==> src/rtl/l1_cache_ctrl_if.sv <==
// CPU-side and memory-side bus bundle for l1_cache_ctrl.
// master = the cache controller, slave = the CPU/memory environment.
interface l1_cache_ctrl_if #(
  parameter int ADDRESSBIT = 16,
  parameter int WORDSIZE   = 8,
  parameter int BLOCKBYTE  = 4
);
  logic                          cpu_req;
  logic                          cpu_wr;
  logic [ADDRESSBIT-1:0]         cpu_addr;
  logic [WORDSIZE-1:0]           cpu_wdata;
  logic [WORDSIZE-1:0]           cpu_rdata;
  logic                          cpu_ready;
  logic [ADDRESSBIT-1:0]         mem_addr;
  logic                          mem_rdwt;
  logic [BLOCKBYTE*WORDSIZE-1:0] mem_wdata;
  logic [BLOCKBYTE*WORDSIZE-1:0] mem_rdata;
  logic                          mem_success;

  modport master (
    input  cpu_req, cpu_wr, cpu_addr, cpu_wdata,
    output cpu_rdata, cpu_ready,
    output mem_addr, mem_rdwt, mem_wdata,
    input  mem_rdata, mem_success
  );

  modport slave (
    output cpu_req, cpu_wr, cpu_addr, cpu_wdata,
    input  cpu_rdata, cpu_ready,
    input  mem_addr, mem_rdwt, mem_wdata,
    output mem_rdata, mem_success
  );
endinterface

==> src/rtl/l1_cache_ctrl.sv <==
// Direct-mapped, write-back, write-allocate L1 cache controller.
// Misses become whole-block memory reads/writes via rdwt/success.
module l1_cache_ctrl #(
  parameter int ADDRESSBIT = 16,
  parameter int WORDSIZE   = 8,
  parameter int BLOCKBYTE  = 4,
  parameter int NUMLINES   = 16
) (
  input  logic        clk,
  input  logic        rst_n,
  l1_cache_ctrl_if.master bus,
  output logic [15:0] hit_count,
  output logic [15:0] miss_count
);
  localparam int OFFB = $clog2(BLOCKBYTE);
  localparam int IDXB = $clog2(NUMLINES);
  localparam int TAGB = ADDRESSBIT - IDXB - OFFB;
  localparam int BW   = BLOCKBYTE * WORDSIZE;

  typedef enum logic [2:0] {
    IDLE, LOOKUP, WB_ISSUE, WB_WAIT,
    FILL_ISSUE, FILL_WAIT, RESP
  } state_t;

  state_t state_q, state_d;

  logic                  wr_q, wr_d;
  logic [ADDRESSBIT-1:0] addr_q, addr_d;
  logic [WORDSIZE-1:0]   wdata_q, wdata_d;
  logic                  cpu_ready_q, cpu_ready_d;
  logic [WORDSIZE-1:0]   cpu_rdata_q, cpu_rdata_d;
  logic [ADDRESSBIT-1:0] mem_addr_q, mem_addr_d;
  logic                  mem_rdwt_q, mem_rdwt_d;
  logic [BW-1:0]         mem_wdata_q, mem_wdata_d;
  logic [15:0]           hit_q, hit_d;
  logic [15:0]           miss_q, miss_d;
  logic                  armed_q, armed_d;

  logic [NUMLINES-1:0]   valid_q;
  logic [NUMLINES-1:0]   dirty_q;
  logic [TAGB-1:0]       tag_q  [NUMLINES];
  logic [BW-1:0]         data_q [NUMLINES];

  logic                  line_we;
  logic [BW-1:0]         line_d;
  logic                  valid_set;
  logic                  dirty_set;
  logic                  dirty_clr;

  logic [TAGB-1:0]       req_tag;
  logic [IDXB-1:0]       req_idx;
  logic [OFFB-1:0]       req_off;
  logic [BW-1:0]         cur_line;
  logic [TAGB-1:0]       cur_tag;
  logic                  hit;
  logic                  succ;

  function automatic logic [WORDSIZE-1:0] get_word(
    input logic [BW-1:0]   blk,
    input logic [OFFB-1:0] o
  );
    get_word = '0;
    for (int k = 0; k < BLOCKBYTE; k++)
      if (OFFB'(k) == o)
        get_word = blk[k*WORDSIZE +: WORDSIZE];
  endfunction

  function automatic logic [BW-1:0] put_word(
    input logic [BW-1:0]       blk,
    input logic [OFFB-1:0]     o,
    input logic [WORDSIZE-1:0] w
  );
    put_word = blk;
    for (int k = 0; k < BLOCKBYTE; k++)
      if (OFFB'(k) == o)
        put_word[k*WORDSIZE +: WORDSIZE] = w;
  endfunction

  assign req_tag  = addr_q[ADDRESSBIT-1 -: TAGB];
  assign req_idx  = addr_q[OFFB +: IDXB];
  assign req_off  = addr_q[OFFB-1:0];
  assign cur_line = data_q[req_idx];
  assign cur_tag  = tag_q[req_idx];
  assign hit      = valid_q[req_idx] && (cur_tag == req_tag);
  // success in the first wait cycle may belong to the previous access
  assign succ     = bus.mem_success && armed_q;

  assign bus.cpu_ready = cpu_ready_q;
  assign bus.cpu_rdata = cpu_rdata_q;
  assign bus.mem_addr  = mem_addr_q;
  assign bus.mem_rdwt  = mem_rdwt_q;
  assign bus.mem_wdata = mem_wdata_q;
  assign hit_count     = hit_q;
  assign miss_count    = miss_q;

  // Next-state, response and memory-request logic
  always_comb begin
    state_d     = state_q;
    wr_d        = wr_q;
    addr_d      = addr_q;
    wdata_d     = wdata_q;
    cpu_ready_d = 1'b0;
    cpu_rdata_d = cpu_rdata_q;
    mem_addr_d  = mem_addr_q;
    mem_rdwt_d  = mem_rdwt_q;
    mem_wdata_d = mem_wdata_q;
    hit_d       = hit_q;
    miss_d      = miss_q;
    armed_d     = (state_q == WB_WAIT) ||
                  (state_q == FILL_WAIT);
    line_we     = 1'b0;
    line_d      = cur_line;
    valid_set   = 1'b0;
    dirty_set   = 1'b0;
    dirty_clr   = 1'b0;
    unique case (state_q)
      IDLE: begin
        if (bus.cpu_req && !cpu_ready_q) begin
          wr_d    = bus.cpu_wr;
          addr_d  = bus.cpu_addr;
          wdata_d = bus.cpu_wdata;
          state_d = LOOKUP;
        end
      end
      LOOKUP: begin
        if (hit) begin
          cpu_ready_d = 1'b1;
          if (hit_q != 16'hFFFF) hit_d = hit_q + 16'd1;
          if (wr_q) begin
            line_we     = 1'b1;
            line_d      = put_word(cur_line, req_off, wdata_q);
            dirty_set   = 1'b1;
            cpu_rdata_d = wdata_q;
          end else begin
            cpu_rdata_d = get_word(cur_line, req_off);
          end
          state_d = IDLE;
        end else begin
          if (miss_q != 16'hFFFF) miss_d = miss_q + 16'd1;
          if (valid_q[req_idx] && dirty_q[req_idx])
            state_d = WB_ISSUE;
          else
            state_d = FILL_ISSUE;
        end
      end
      WB_ISSUE: begin
        mem_addr_d  = {cur_tag, req_idx, {OFFB{1'b0}}};
        mem_rdwt_d  = 1'b1;
        mem_wdata_d = cur_line;
        state_d     = WB_WAIT;
      end
      WB_WAIT: begin
        if (succ) begin
          dirty_clr = 1'b1;
          state_d   = FILL_ISSUE;
        end
      end
      FILL_ISSUE: begin
        mem_addr_d = {req_tag, req_idx, {OFFB{1'b0}}};
        mem_rdwt_d = 1'b0;
        state_d    = FILL_WAIT;
      end
      FILL_WAIT: begin
        if (succ) begin
          line_we   = 1'b1;
          valid_set = 1'b1;
          if (wr_q) begin
            line_d    = put_word(bus.mem_rdata, req_off, wdata_q);
            dirty_set = 1'b1;
          end else begin
            line_d    = bus.mem_rdata;
            dirty_clr = 1'b1;
          end
          cpu_ready_d = 1'b1;
          cpu_rdata_d = get_word(line_d, req_off);
          state_d     = RESP;
        end
      end
      RESP: begin
        state_d = IDLE;
      end
      default: begin
        state_d = IDLE;
      end
    endcase
  end

  // Control, request and bus registers
  always_ff @(posedge clk or negedge rst_n) begin
    if (!rst_n) begin
      state_q     <= IDLE;
      wr_q        <= 1'b0;
      addr_q      <= '0;
      wdata_q     <= '0;
      cpu_ready_q <= 1'b0;
      cpu_rdata_q <= '0;
      mem_addr_q  <= '0;
      mem_rdwt_q  <= 1'b0;
      mem_wdata_q <= '0;
      hit_q       <= '0;
      miss_q      <= '0;
      armed_q     <= 1'b0;
    end else begin
      state_q     <= state_d;
      wr_q        <= wr_d;
      addr_q      <= addr_d;
      wdata_q     <= wdata_d;
      cpu_ready_q <= cpu_ready_d;
      cpu_rdata_q <= cpu_rdata_d;
      mem_addr_q  <= mem_addr_d;
      mem_rdwt_q  <= mem_rdwt_d;
      mem_wdata_q <= mem_wdata_d;
      hit_q       <= hit_d;
      miss_q      <= miss_d;
      armed_q     <= armed_d;
    end
  end

  // Per-line valid and dirty state
  always_ff @(posedge clk or negedge rst_n) begin
    if (!rst_n) begin
      valid_q <= '0;
      dirty_q <= '0;
    end else begin
      if (valid_set) valid_q[req_idx] <= 1'b1;
      if (dirty_set) dirty_q[req_idx] <= 1'b1;
      else if (dirty_clr) dirty_q[req_idx] <= 1'b0;
    end
  end

  // Tag and data arrays; contents are qualified by valid_q
  always_ff @(posedge clk) begin
    if (line_we) begin
      data_q[req_idx] <= line_d;
      tag_q[req_idx]  <= req_tag;
    end
  end
endmodule

==> src/flat_wrapper.sv <==
// flat-port wrapper written by rule: the top's interface ports become plain ports
module l1_cache_ctrl_flat 
#(
  parameter int ADDRESSBIT = 16,
  parameter int WORDSIZE   = 8,
  parameter int BLOCKBYTE  = 4,
  parameter int NUMLINES   = 16
)
  (clk, rst_n, hit_count, miss_count, bus_cpu_req, bus_cpu_wr, bus_cpu_addr, bus_cpu_wdata, bus_cpu_rdata, bus_cpu_ready, bus_mem_addr, bus_mem_rdwt, bus_mem_wdata, bus_mem_rdata, bus_mem_success);
  l1_cache_ctrl_if #(.ADDRESSBIT(ADDRESSBIT), .WORDSIZE(WORDSIZE), .BLOCKBYTE(BLOCKBYTE)) bus_i ();
  input  logic clk;
  input  logic rst_n;
  output logic [15:0] hit_count;
  output logic [15:0] miss_count;
  input wire logic [$bits(bus_i.cpu_req)-1:0] bus_cpu_req;
  input wire logic [$bits(bus_i.cpu_wr)-1:0] bus_cpu_wr;
  input wire logic [$bits(bus_i.cpu_addr)-1:0] bus_cpu_addr;
  input wire logic [$bits(bus_i.cpu_wdata)-1:0] bus_cpu_wdata;
  output wire logic [$bits(bus_i.cpu_rdata)-1:0] bus_cpu_rdata;
  output wire logic [$bits(bus_i.cpu_ready)-1:0] bus_cpu_ready;
  output wire logic [$bits(bus_i.mem_addr)-1:0] bus_mem_addr;
  output wire logic [$bits(bus_i.mem_rdwt)-1:0] bus_mem_rdwt;
  output wire logic [$bits(bus_i.mem_wdata)-1:0] bus_mem_wdata;
  input wire logic [$bits(bus_i.mem_rdata)-1:0] bus_mem_rdata;
  input wire logic [$bits(bus_i.mem_success)-1:0] bus_mem_success;
  assign bus_i.cpu_req = bus_cpu_req;
  assign bus_i.cpu_wr = bus_cpu_wr;
  assign bus_i.cpu_addr = bus_cpu_addr;
  assign bus_i.cpu_wdata = bus_cpu_wdata;
  assign bus_cpu_rdata = bus_i.cpu_rdata;
  assign bus_cpu_ready = bus_i.cpu_ready;
  assign bus_mem_addr = bus_i.mem_addr;
  assign bus_mem_rdwt = bus_i.mem_rdwt;
  assign bus_mem_wdata = bus_i.mem_wdata;
  assign bus_i.mem_rdata = bus_mem_rdata;
  assign bus_i.mem_success = bus_mem_success;
  l1_cache_ctrl #(.ADDRESSBIT(ADDRESSBIT), .WORDSIZE(WORDSIZE), .BLOCKBYTE(BLOCKBYTE), .NUMLINES(NUMLINES)) u_core (.clk(clk), .rst_n(rst_n), .bus(bus_i), .hit_count(hit_count), .miss_count(miss_count));
endmodule
==> config.mk <==
export PLATFORM = sky130hd
export DESIGN_NAME = l1_cache_ctrl_flat
export DESIGN_NICKNAME = d
export VERILOG_FILES = /design/src/rtl/l1_cache_ctrl_if.sv /design/src/rtl/l1_cache_ctrl.sv /design/src/flat_wrapper.sv
export SDC_FILE = /design/constraint.sdc
export NUM_CORES = 1
export LEC_CHECK = 0
export CORE_ASPECT_RATIO = 0.9
export CORE_MARGIN = 1
export CORE_UTILIZATION = 45
export DETAILED_ROUTE_END_ITERATION = 6
export PLACE_DENSITY = 0.59
export SLEW_MARGIN = 20
export SYNTH_ARGS = -nofsm -noshare
export SYNTH_HDL_FRONTEND = slang
export SYNTH_SLANG_ARGS = --single-unit
==> constraint.sdc <==
create_clock -name clk -period 5.85 [get_ports clk]
set_clock_uncertainty 0.2 [all_clocks]
set_input_delay 1.4625 -clock clk [delete_from_list [all_inputs] [get_ports clk]]
set_output_delay 1.4625 -clock clk [all_outputs]
set_load 0.02 [all_outputs]
==> run_results.csv, run 1 <==
group,metric,value,unit
run_status,outcome,"completed",
floorplan,initial_utilization,45.6,%
clock_tree,clkLatencyLatePin,0.64,ns
power_and_ir_drop,vdd_drop_max,0.305,mV
power_and_ir_drop,pwr_density_cell,586,nW/µm²
placement,place_area,37500,µm²
drt,vias,19700,
timing,max_freq,0.196,GHz
worst_setup_path,critical-path-slowest-cell,"a21oi_1",
worst_setup_path,worst_ep_arrival_time,5.20,ns
drt,route.detailed.drc,0,
worst_setup_path,critical_path_class,"reg -> reg",
layout,layout.cells.most_common,"edfxtp_1",
synthesis,yosysUniqueCellTypes,71,
global_routing,grt_antenna_before_repair,0,
synthesis,synth_area_leaders,"edfxtp_1, mux4_2, dfrtp_1",
clock_tree,cts_htree_levels,3,
worst_setup_path,cp_data_required_time,5.94,ns
global_routing,grt_pass1_vias,19800,
synthesis,syn_avg_cell_area,17.3,µm²
layout,final_nets,2270,
timing,hold_slack,0.272,ns
synthesis,synth_ff_type,"edfxtp_1",
timing,setup_viol,0,
floorplan,rows,95,
floorplan,die_area,77100,µm²
clock_tree,cts_made_buffers,84,
global_routing,grt_overflow,0,
drt,avgRoutedWirePerCell,28.3,µm
layout,final_cell_area,40300,µm²
drt,vias_per_cell,6.06,
timing,hold_violations,0,
placement,portBuffers,148,
clock_tree,clockBufferDepth,3,
flow_run,max_cap_viol_count,0,
synthesis,yosysTopAreaCell,"edfxtp_1",
layout,fill_cells,5955,
synthesis,synth_cells,1979,
clock_tree,ctsRootBufferMaster,"clkbuf_16",
timing,tightest_slew,1.16,ns
timing,tns,0,ns
global_routing,grt_pass1_wl,136000,µm
drt,drtAntennaViolNets,0,
worst_setup_path,crit_path_end_kind,"register",
synthesis,ys_seq_area_share,70.0,%
synthesis,synth.top_cell.area_share,59.0,%
power_and_ir_drop,leakage,13.9,nW
synthesis,ys_async_sr_fraction,18.1,%
layout,utilization,53.9,%
hold_path,min_path_type,"reg -> reg",
clock_tree,clk_pin_slew,0.06,ns
placement,gp_congestion,0.851,
floorplan,die_w,292,µm
layout,drive_above_1_share,23.4,%
worst_setup_path,path_cells,"buf_12, mux2_2, a221o_1, o311ai_1, nand4_1, nor4_4, buf_4, a21oi_2, a21oi_1",
worst_setup_path,crit_buf_inv,2,
worst_setup_path,cp_top_family,"compound AO/OA/AOI/OAI gates",
clock_tree,cts_resized,0,
floorplan,core_area,74900,µm²
floorplan,die_h,263,µm
synthesis,yosys_warnings,0,
synthesis,synth_area,34200,µm²
timing,period_needed,5.11,ns
clock_tree,clkSinkCount,821,
drt,drtPass1Iterations,5,
global_routing,grt_max_degree,100,
timing,max-slew-margin-rel,22.1,%
clock_tree,cts_tree,"built",
drt,drtIter0Drc,2027,
timing,grt_setup_unrepaired,"no",
placement,pre_cts_ws,0.528,ns
layout,area_growth_syn_to_layout,18.1,%
worst_setup_path,cpPeakStageDelay,0.88,ns
worst_setup_path,worstPathMaxFanout,22,
layout,layout_common_cells,"edfxtp_1, mux4_2, clkdlybuf4s50_1, dfrtp_1, nand2_1",
clock_tree,holdBufCountCts,0,
floorplan,ios,151,
timing,fin_crit_sh,87.3,%
worst_setup_path,critPathLaunchType,"register",
global_routing,grt_usage,24.2,%
synthesis,synth_seq_cells,821,
synthesis,synth-edff-count,672,
timing,slew_viol_final,0,
timing,layout_setup_ws,0.740,ns
clock_tree,cts_setup_buffers,0,
placement,dp_hpwl,55900,µm
drt,wl,92000,µm
==> Yosys cell counts, drive strengths merged, types with 5 or more instances <==
library cell	instances
and3	10
nor3b	7
mux2i	93
mux2	78
o22ai	10
dfrtp	149
nor3	22
clkbuf	58
o21ai	116
buf	64
o221ai	7
a21oi	30
and2	7
xor2	31
nand3	14
nor2	64
o31ai	33
nand2b	6
o21bai	16
a211oi	6
inv	16
o211ai	5
a22oi	30
nor2b	10
mux4	175
edfxtp	672
nand2	143
nand4	10
a22o	31
a31oi	17
nor4	5
==> cell type report <==
class / count / area [µm²] / area share (%)
timing repair buffer: 263 / 2470 / 6.12
tap: 970 / 1210 / 3.01
clock inverter: 41 / 443 / 1.10
multi-input combinational: 1020 / 9840 / 24.4
sequential: 821 / 23900 / 59.3
inverter: 17 / 63.8 / 0.158
antenna: 1 / 2.50 / 0.00620
clock buffer: 116 / 2400 / 5.94
==> worst reg2reg max path, stage by stage, from the launching register on <==
cell      delay, ns
dfrtp_4        0.72
buf_12         0.25
mux2_2         0.37
a221o_1        0.35
o311ai_1       0.52
nand4_1        0.28
nor4_4         0.52
buf_4          0.39
a21oi_2        0.28
a21oi_1        0.88
==> power by group <==
part	total (mW)	switching, mW	internal, mW
clock network	5.48	2.25	3.23
registers	9.36	0.718	8.64
logic	8.81	5.33	3.48
total	23.7	8.30	15.4
==> state kept, by name, summed over array words and instances (netlist names), named ones only <==
| register | cells |
|---|---|
| u_core.addr_q | 16 |
| u_core.state_q | 3 |
| u_core.wdata_q | 8 |
| u_core.hit_count | 16 |
| u_core.bus.cpu_rdata | 8 |
| u_core.bus.mem_addr | 14 |
| u_core.data_q | 512 |
| u_core.tag_q | 160 |
| u_core.bus.cpu_ready | 1 |
| u_core.bus.mem_rdwt | 1 |
| u_core.wr_q | 1 |
| u_core.bus.mem_wdata | 32 |
| u_core.miss_count | 16 |
| u_core.armed_q | 1 |
| u_core.valid_q | 16 |
==> cell families (layout without fill, tap and decap cells) <==
| logic type | after synthesis | after routing | share of synthesized area (%) |
|---|---|---|---|
| simple gates | 313 | 313 | 4.23 |
| xor+xnor | 35 | 35 | 0.897 |
| mux | 346 | 346 | 16.8 |
| fa+ha+maj | 2 | 2 | 0.0732 |
| other cells | 1 | 3 | 0.0110 |
| flops | 821 | 821 | 70.0 |
| compound gates | 322 | 322 | 6.17 |
| buf+inv | 139 | 437 | 1.83 |
==> per-stage QoR <==
step / cells / total power [mW]
after floorplan: 1980 / 14.6
after global placement: 3089 / 17.9
after detailed placement: 3089 / 18.2
after CTS: 3246 / 23.6
after global routing: 3248 / 24.7
final: 3249 / 23.7
==> final timing paths <==
check                      slack (ns)                     startpoint                                  end  cells after the start
hold / removal                   0.27  u_core.valid_q[8]$_DFFE_PN0P_        u_core.valid_q[8]$_DFFE_PN0P_                      1
setup / recovery                 0.74   u_core.addr_q[3]$_DFFE_PN0P_      u_core.data_q[12][22]$_DFFE_PP_                      9
setup reg to reg                 0.74   u_core.addr_q[3]$_DFFE_PN0P_      u_core.data_q[12][22]$_DFFE_PP_                      9
max in group asynchronous        3.74                          rst_n         u_core.addr_q[2]$_DFFE_PN0P_                      2
min in group asynchronous        0.63                          rst_n  u_core.bus.mem_wdata[7]$_DFFE_PN0P_                      1
hold reg to reg                  0.27  u_core.valid_q[8]$_DFFE_PN0P_        u_core.valid_q[8]$_DFFE_PN0P_                      1
==> metal layers <==
metal	routed length (µm)	global-route usage, %
met1	40900	36.1
met2	41900	36.1
met3	7380	5.40
met4	1900	6.04
met5	0	0
No activity file was read; power rests on OpenSTA's default activity.
==> run 2: changes to the inputs <==
Settings changed: ABC_CLOCK_PERIOD_IN_PS set to 5850, REMOVE_ABC_BUFFERS set to 1.
==> run_results.csv, run 2 (synthesis gave the netlist of run 1 again) <==
group,metric,value,unit
drt,avgRoutedWirePerCell,28.8,µm
clock_tree,clk_pin_slew,0.06,ns
floorplan,die_area,77100,µm²
drt,drtAntennaViolNets,0,
timing,fin_crit_sh,89.7,%
floorplan,rows,95,
clock_tree,cts_tree,"built",
run_status,outcome,"finished with violations",
floorplan,die_h,263,µm
worst_setup_path,critPathLaunch,"u_core.addr_q[2]$_DFFE_PN0P_",
timing,max_freq,0.191,GHz
drt,wl,93500,µm
timing,layout_setup_ws,0.602,ns
power_and_ir_drop,pwr_density_cell,585,nW/µm²
global_routing,grt_overflow,0,
run_status,violations,"design-rule violations",
power_and_ir_drop,leakage,13.9,nW
floorplan,core_area,74900,µm²
clock_tree,cts_htree_levels,3,
worst_setup_path,worst_ep_arrival_time,5.38,ns
worst_setup_path,reg2reg_depth,10,
hold_path,min_path_type,"reg -> reg",
worst_setup_path,reg2reg_from,"u_core.addr_q[2]$_DFFE_PN0P_",
worst_setup_path,cp_top_family,"simple AND/OR/NAND/NOR gates",
layout,layout_common_cells,"edfxtp_1, mux4_2, clkdlybuf4s50_1, dfrtp_1, nand2_1",
worst_setup_path,critical_path_class,"reg -> reg",
drt,vias_per_cell,6.12,
timing,hold_slack,0.271,ns
worst_setup_path,critPathLaunchType,"register",
drt,vias,19900,
clock_tree,clkLatencyLatePin,0.65,ns
clock_tree,ctsRootBufferMaster,"clkbuf_16",
worst_setup_path,endpoint,"u_core.data_q[9][29]$_DFFE_PP_",
timing,setup_viol,0,
timing,period_needed,5.25,ns
worst_setup_path,path_cells,"mux4_2, a22o_1, a221oi_2, xor2_1, o211ai_1, nor4_4, buf_4, a31oi_4, nor2_4, buf_12",
worst_setup_path,rrSetupSlack,0.60,ns
global_routing,grt_antenna_before_repair,1,
placement,dp_hpwl,58800,µm
placement,pre_cts_ws,0.643,ns
timing,max-slew-margin-rel,24.0,%
worst_setup_path,worstPathMaxFanout,49,
clock_tree,cts_setup_buffers,0,
worst_setup_path,crit_buf_inv,2,
clock_tree,cts_made_buffers,84,
placement,portBuffers,148,
power_and_ir_drop,vdd_drop_max,0.324,mV
worst_setup_path,cpPeakStageDelay,0.93,ns
drt,drtPass1Iterations,7,
clock_tree,cts_resized,0,
timing,tightest_slew,1.14,ns
floorplan,ios,151,
clock_tree,holdBufCountCts,0,
timing,slew_viol_final,0,
global_routing,grt_pass1_wl,138000,µm
worst_setup_path,cp.depth,10,
clock_tree,clkSinkCount,821,
placement,gp_congestion,0.854,
layout,final_nets,2270,
timing,hold_violations,0,
global_routing,grt_usage,24.5,%
clock_tree,clockBufferDepth,3,
worst_setup_path,crit_path_end_kind,"register",
worst_setup_path,r2r-end,"u_core.data_q[9][29]$_DFFE_PP_",
global_routing,grt_max_degree,95,
worst_setup_path,cp_data_required_time,5.98,ns
drt,route.detailed.drc,2,
layout,layout.cells.most_common,"edfxtp_1",
layout,largest_register_ffs,512,
global_routing,grt_pass1_vias,20000,
timing,grt_setup_unrepaired,"no",
layout,drive_above_1_share,23.7,%
power_and_ir_drop,power,23.6,mW
layout,top_register,"u_core.data_q",
layout,area_growth_syn_to_layout,18.0,%
floorplan,die_w,292,µm
drt,drtIter0Drc,2267,
worst_setup_path,critical-path-slowest-cell,"dfrtp_4",
floorplan,initial_utilization,45.6,%
timing,tns,0,ns
flow_run,max_cap_viol_count,0,
[run 2: cell count changes in the layout (fill, tap and decap cells not counted), sizes merged]
cell,previous run,this run
bufinv,8,5
clkbuf,117,114
clkinv,27,29
clkinvlp,2,4
inv,21,23
buf,115,116
[run 2: worst min path at each step]
stage	from	endpoint	slack, ns	cells after the start
CTS	u_core.valid_q[6]$_DFFE_PN0P_	u_core.valid_q[6]$_DFFE_PN0P_	0.27	1
floorplan	u_core.valid_q[10]$_DFFE_PN0P_	u_core.valid_q[10]$_DFFE_PN0P_	0.24	1
global route	u_core.valid_q[6]$_DFFE_PN0P_	u_core.valid_q[6]$_DFFE_PN0P_	0.28	1
detailed placement	u_core.valid_q[10]$_DFFE_PN0P_	u_core.valid_q[10]$_DFFE_PN0P_	0.26	1
global placement	u_core.valid_q[12]$_DFFE_PN0P_	u_core.valid_q[12]$_DFFE_PN0P_	0.26	1
finish	u_core.valid_q[10]$_DFFE_PN0P_	u_core.valid_q[10]$_DFFE_PN0P_	0.27	1
[run 2: power breakdown]
group	switching [mW]	internal [mW]
Clock	2.29	2.99
Combinational	5.53	3.44
Sequential	0.690	8.64
Total	8.51	15.1
[run 2: metrics by stage]
step	cell area, µm²	util, %	instances
3_3_place_gp	37500	50.1	3091
6_report	40300	53.8	3250
2_1_floorplan	33600	-	1858
3_5_place_dp	37600	50.2	3091
5_1_grt	40300	53.8	3249
4_1_cts	40300	53.8	3249
[run 2: area by class of cell]
type	count	area, µm²
sequential	821	23900
fill	5902	34600
clock inverter	44	445
timing repair buffer	263	2550
clock buffer	114	2270
tap	970	1210
multi-input combinational	1020	9860
inverter	17	63.8
antenna	1	2.50
[run 2: worst reg2reg max path: stages, from the launching register on]
cell	delay, ns
dfrtp_4	0.93
mux4_2	0.64
a22o_1	0.28
a221oi_2	0.24
xor2_1	0.21
o211ai_1	0.19
nor4_4	0.64
buf_4	0.25
a31oi_4	0.41
nor2_4	0.68
buf_12	0.28
[run 2: routing by layer]
metal,global-route usage [%],vias to the layer above,wire length (µm)
met5,0,-,0
met1,36.8,10400,41500
met2,37.3,947,42800
li1,-,8395,-
met3,4.80,124,7560
met4,5.28,0,1620
==> edit: new RTL, flow settings as in run 2 <==
Take the reset off `mem_addr_q` and load it in a clocked block of its own.
--- a/src/rtl/l1_cache_ctrl.sv
+++ b/src/rtl/l1_cache_ctrl.sv
@@ -195,5 +195,4 @@
       cpu_ready_q <= 1'b0;
       cpu_rdata_q <= '0;
-      mem_addr_q  <= '0;
       mem_rdwt_q  <= 1'b0;
       mem_wdata_q <= '0;
@@ -208,5 +207,4 @@
       cpu_ready_q <= cpu_ready_d;
       cpu_rdata_q <= cpu_rdata_d;
-      mem_addr_q  <= mem_addr_d;
       mem_rdwt_q  <= mem_rdwt_d;
       mem_wdata_q <= mem_wdata_d;
@@ -215,4 +213,8 @@
       armed_q     <= armed_d;
     end
+  end
+
+  always_ff @(posedge clk) begin
+    mem_addr_q <= mem_addr_d;
   end
 
Function: not settled (the Yosys comparison gave no result); the edit may change what the design does.
==> edit against run 2 <==
  * Cell area up 1.1%
  * Worst setup slack better by 0.24 ns
  * Non-clock buffer count down 27
  * Total power increased by 0.80%
  * Synthesized area increased by 1.4%
  * Sequential share of layout area decreased by 0.50 points
  * Sequential cell count unchanged
  * Routed wire length is 0.50% higher
  * Critical path type unchanged
  * Largest power group unchanged
  * Highest routed layer unchanged
==> edit: results (changes against run 2) <==
Outcome
  – Run status: finished clean

CTS
  – Insertion delay to the later sink of the worst-skew pair: 0.63 ns (-0.02 ns)
  – Root buffer cell: sky130_fd_sc_hd__clkbuf_16
  – Number of buffers added by the clock tree synthesis step: 85 (+1.2%)

Yosys
  – Number of enable flip-flop cells after synthesis: 686 (+2.1%)
  – List of most frequent post-synthesis cells: 686 x sky130_fd_sc_hd__edfxtp_1, 161 x sky130_fd_sc_hd__mux4_2, 155 x sky130_fd_sc_hd__nand2_1
  – Count of cell types in the netlist: 65 (-8.5%)
  – Dominant cells by area after synthesis: sky130_fd_sc_hd__edfxtp_1 59%, sky130_fd_sc_hd__mux4_2 10%, sky130_fd_sc_hd__dfrtp_1 9.7%, sky130_fd_sc_hd__mux2i_1 3.8%, sky130_fd_sc_hd__mux2_2 2.7%
  – Fraction of registers with async set or reset after synthesis: 0.164 (-0.0171)

Layout
  – Fill cell total of the finished layout: 6,052 (+2.5%)
  – Diode insertion count for antenna repair: 0 (-1)
  – Net count, final: 2,325 (+2.4%)
  – Layout cell share with drive strength beyond 1: 0.217 (-0.0203)
  – Design Area, Final: 40,800 um^2 (+1.1%)

Flow run
  – MaxCap Viol Count: 0 (unchanged)

Worst setup path
  – Start point of the critical path: u_core.addr_q[5]
  – Slowest cell delay on critical path: 0.95 ns (+0.02 ns)
  – Destination of the worst register-to-register timing path: u_core.data_q[9][22]
  – Top Family by Delay on Critical Path: compound AO/OA/AOI/OAI gates
  – Arr. time, crit path: 5.02 ns (-0.36 ns)
  – Cell at the slowest stage of the critical path: sky130_fd_sc_hd__dfrtp_4
  – Max Fanout on Critical Path: 51 (+4.1%)
  – Cell count of the worst reg-to-reg path: 9 (-1)

Placement
  – Cell Area, Placed: 37,800 um^2 (+0.61%)
  – Hpwl dp: 54.2 mm (-7.7%)

Routing
  – Wl on met1: 39.6 mm (-4.5%)
  – Vias: 20,200 (+1.4%)
  – Routed length on met2: 44.1 mm (+3.0%)
  – Number of search-and-repair iterations in the first detailed-routing pass: 5 (-2)
  – Starting DRT DRC Count: 2,158 (-4.8%)
  – Overall routed net length: 94.0 mm (+0.50%)
  – WL met3: 8.24 mm (+8.9%)

Timing
  – Headroom to the max-slew limit: 0.232 (-0.00816)

GRT
  – Pin count of the biggest net entering global routing: 92 (-3.2%)
  – Combined global-route utilization of all metal layers: 0.243 (-0.00232)
  – Global-route wire length before repair: 137 mm (-0.39%)
## edit: per-layer routing
layer,up-vias,global-route usage
met5,-,0
met2,946,0.382
met4,0,0.0617
met3,146,0.0525
li1,8564,-
met1,10500,0.345
## edit: how the worst min path moves through the flow
stage	start	to	slack, ns	cells after the start
finish	u_core.valid_q[4]	u_core.valid_q[4]	0.28	1
global placement	u_core.valid_q[8]	u_core.valid_q[8]	0.25	1
global route	u_core.valid_q[5]	u_core.valid_q[5]	0.29	1
floorplan	u_core.valid_q[10]	u_core.valid_q[10]	0.24	1
detailed placement	u_core.valid_q[5]	u_core.valid_q[5]	0.26	1
CTS	u_core.valid_q[5]	u_core.valid_q[5]	0.28	1
## edit: kinds of logic after synthesis
group           share of synthesized area
flops                               0.692
simple gates                       0.0498
mux                                 0.170
compound gates                     0.0575
buf+inv                            0.0204
xor+xnor                           0.0101
fa+ha+maj                        0.000722
other cells                      0.000108
## edit: report_power, final
group          switching (mW)  leakage, nW  total (mW)  internal (mW)
clock network            2.24         1.44        5.70           3.46
logic                    5.15         4.49        8.60           3.46
registers               0.915         7.85        9.47           8.55
total                    8.30         13.8        23.8           15.5
## edit: per-stage QoR
stage | setup slack [ns] | std cells | TNS (ns)
global route | 0.631 | 3364 | 0
global placement | 0.876 | 3201 | 0
finish | 0.842 | 3364 | 0
detailed placement | 0.950 | 3201 | 0
floorplan | -5.67 | 1939 | -6217.07
CTS | 0.897 | 3361 | 0
## edit: final cells by class
cell class,instances,area share
Tap cell,1029,0.0316
Clock inverter,53,0.0163
Clock buffer,107,0.0565
Timing Repair Buffer,236,0.0571
Multi-Input combinational cell,1110,0.250
Inverter,8,0.000736
Sequential cell,821,0.588
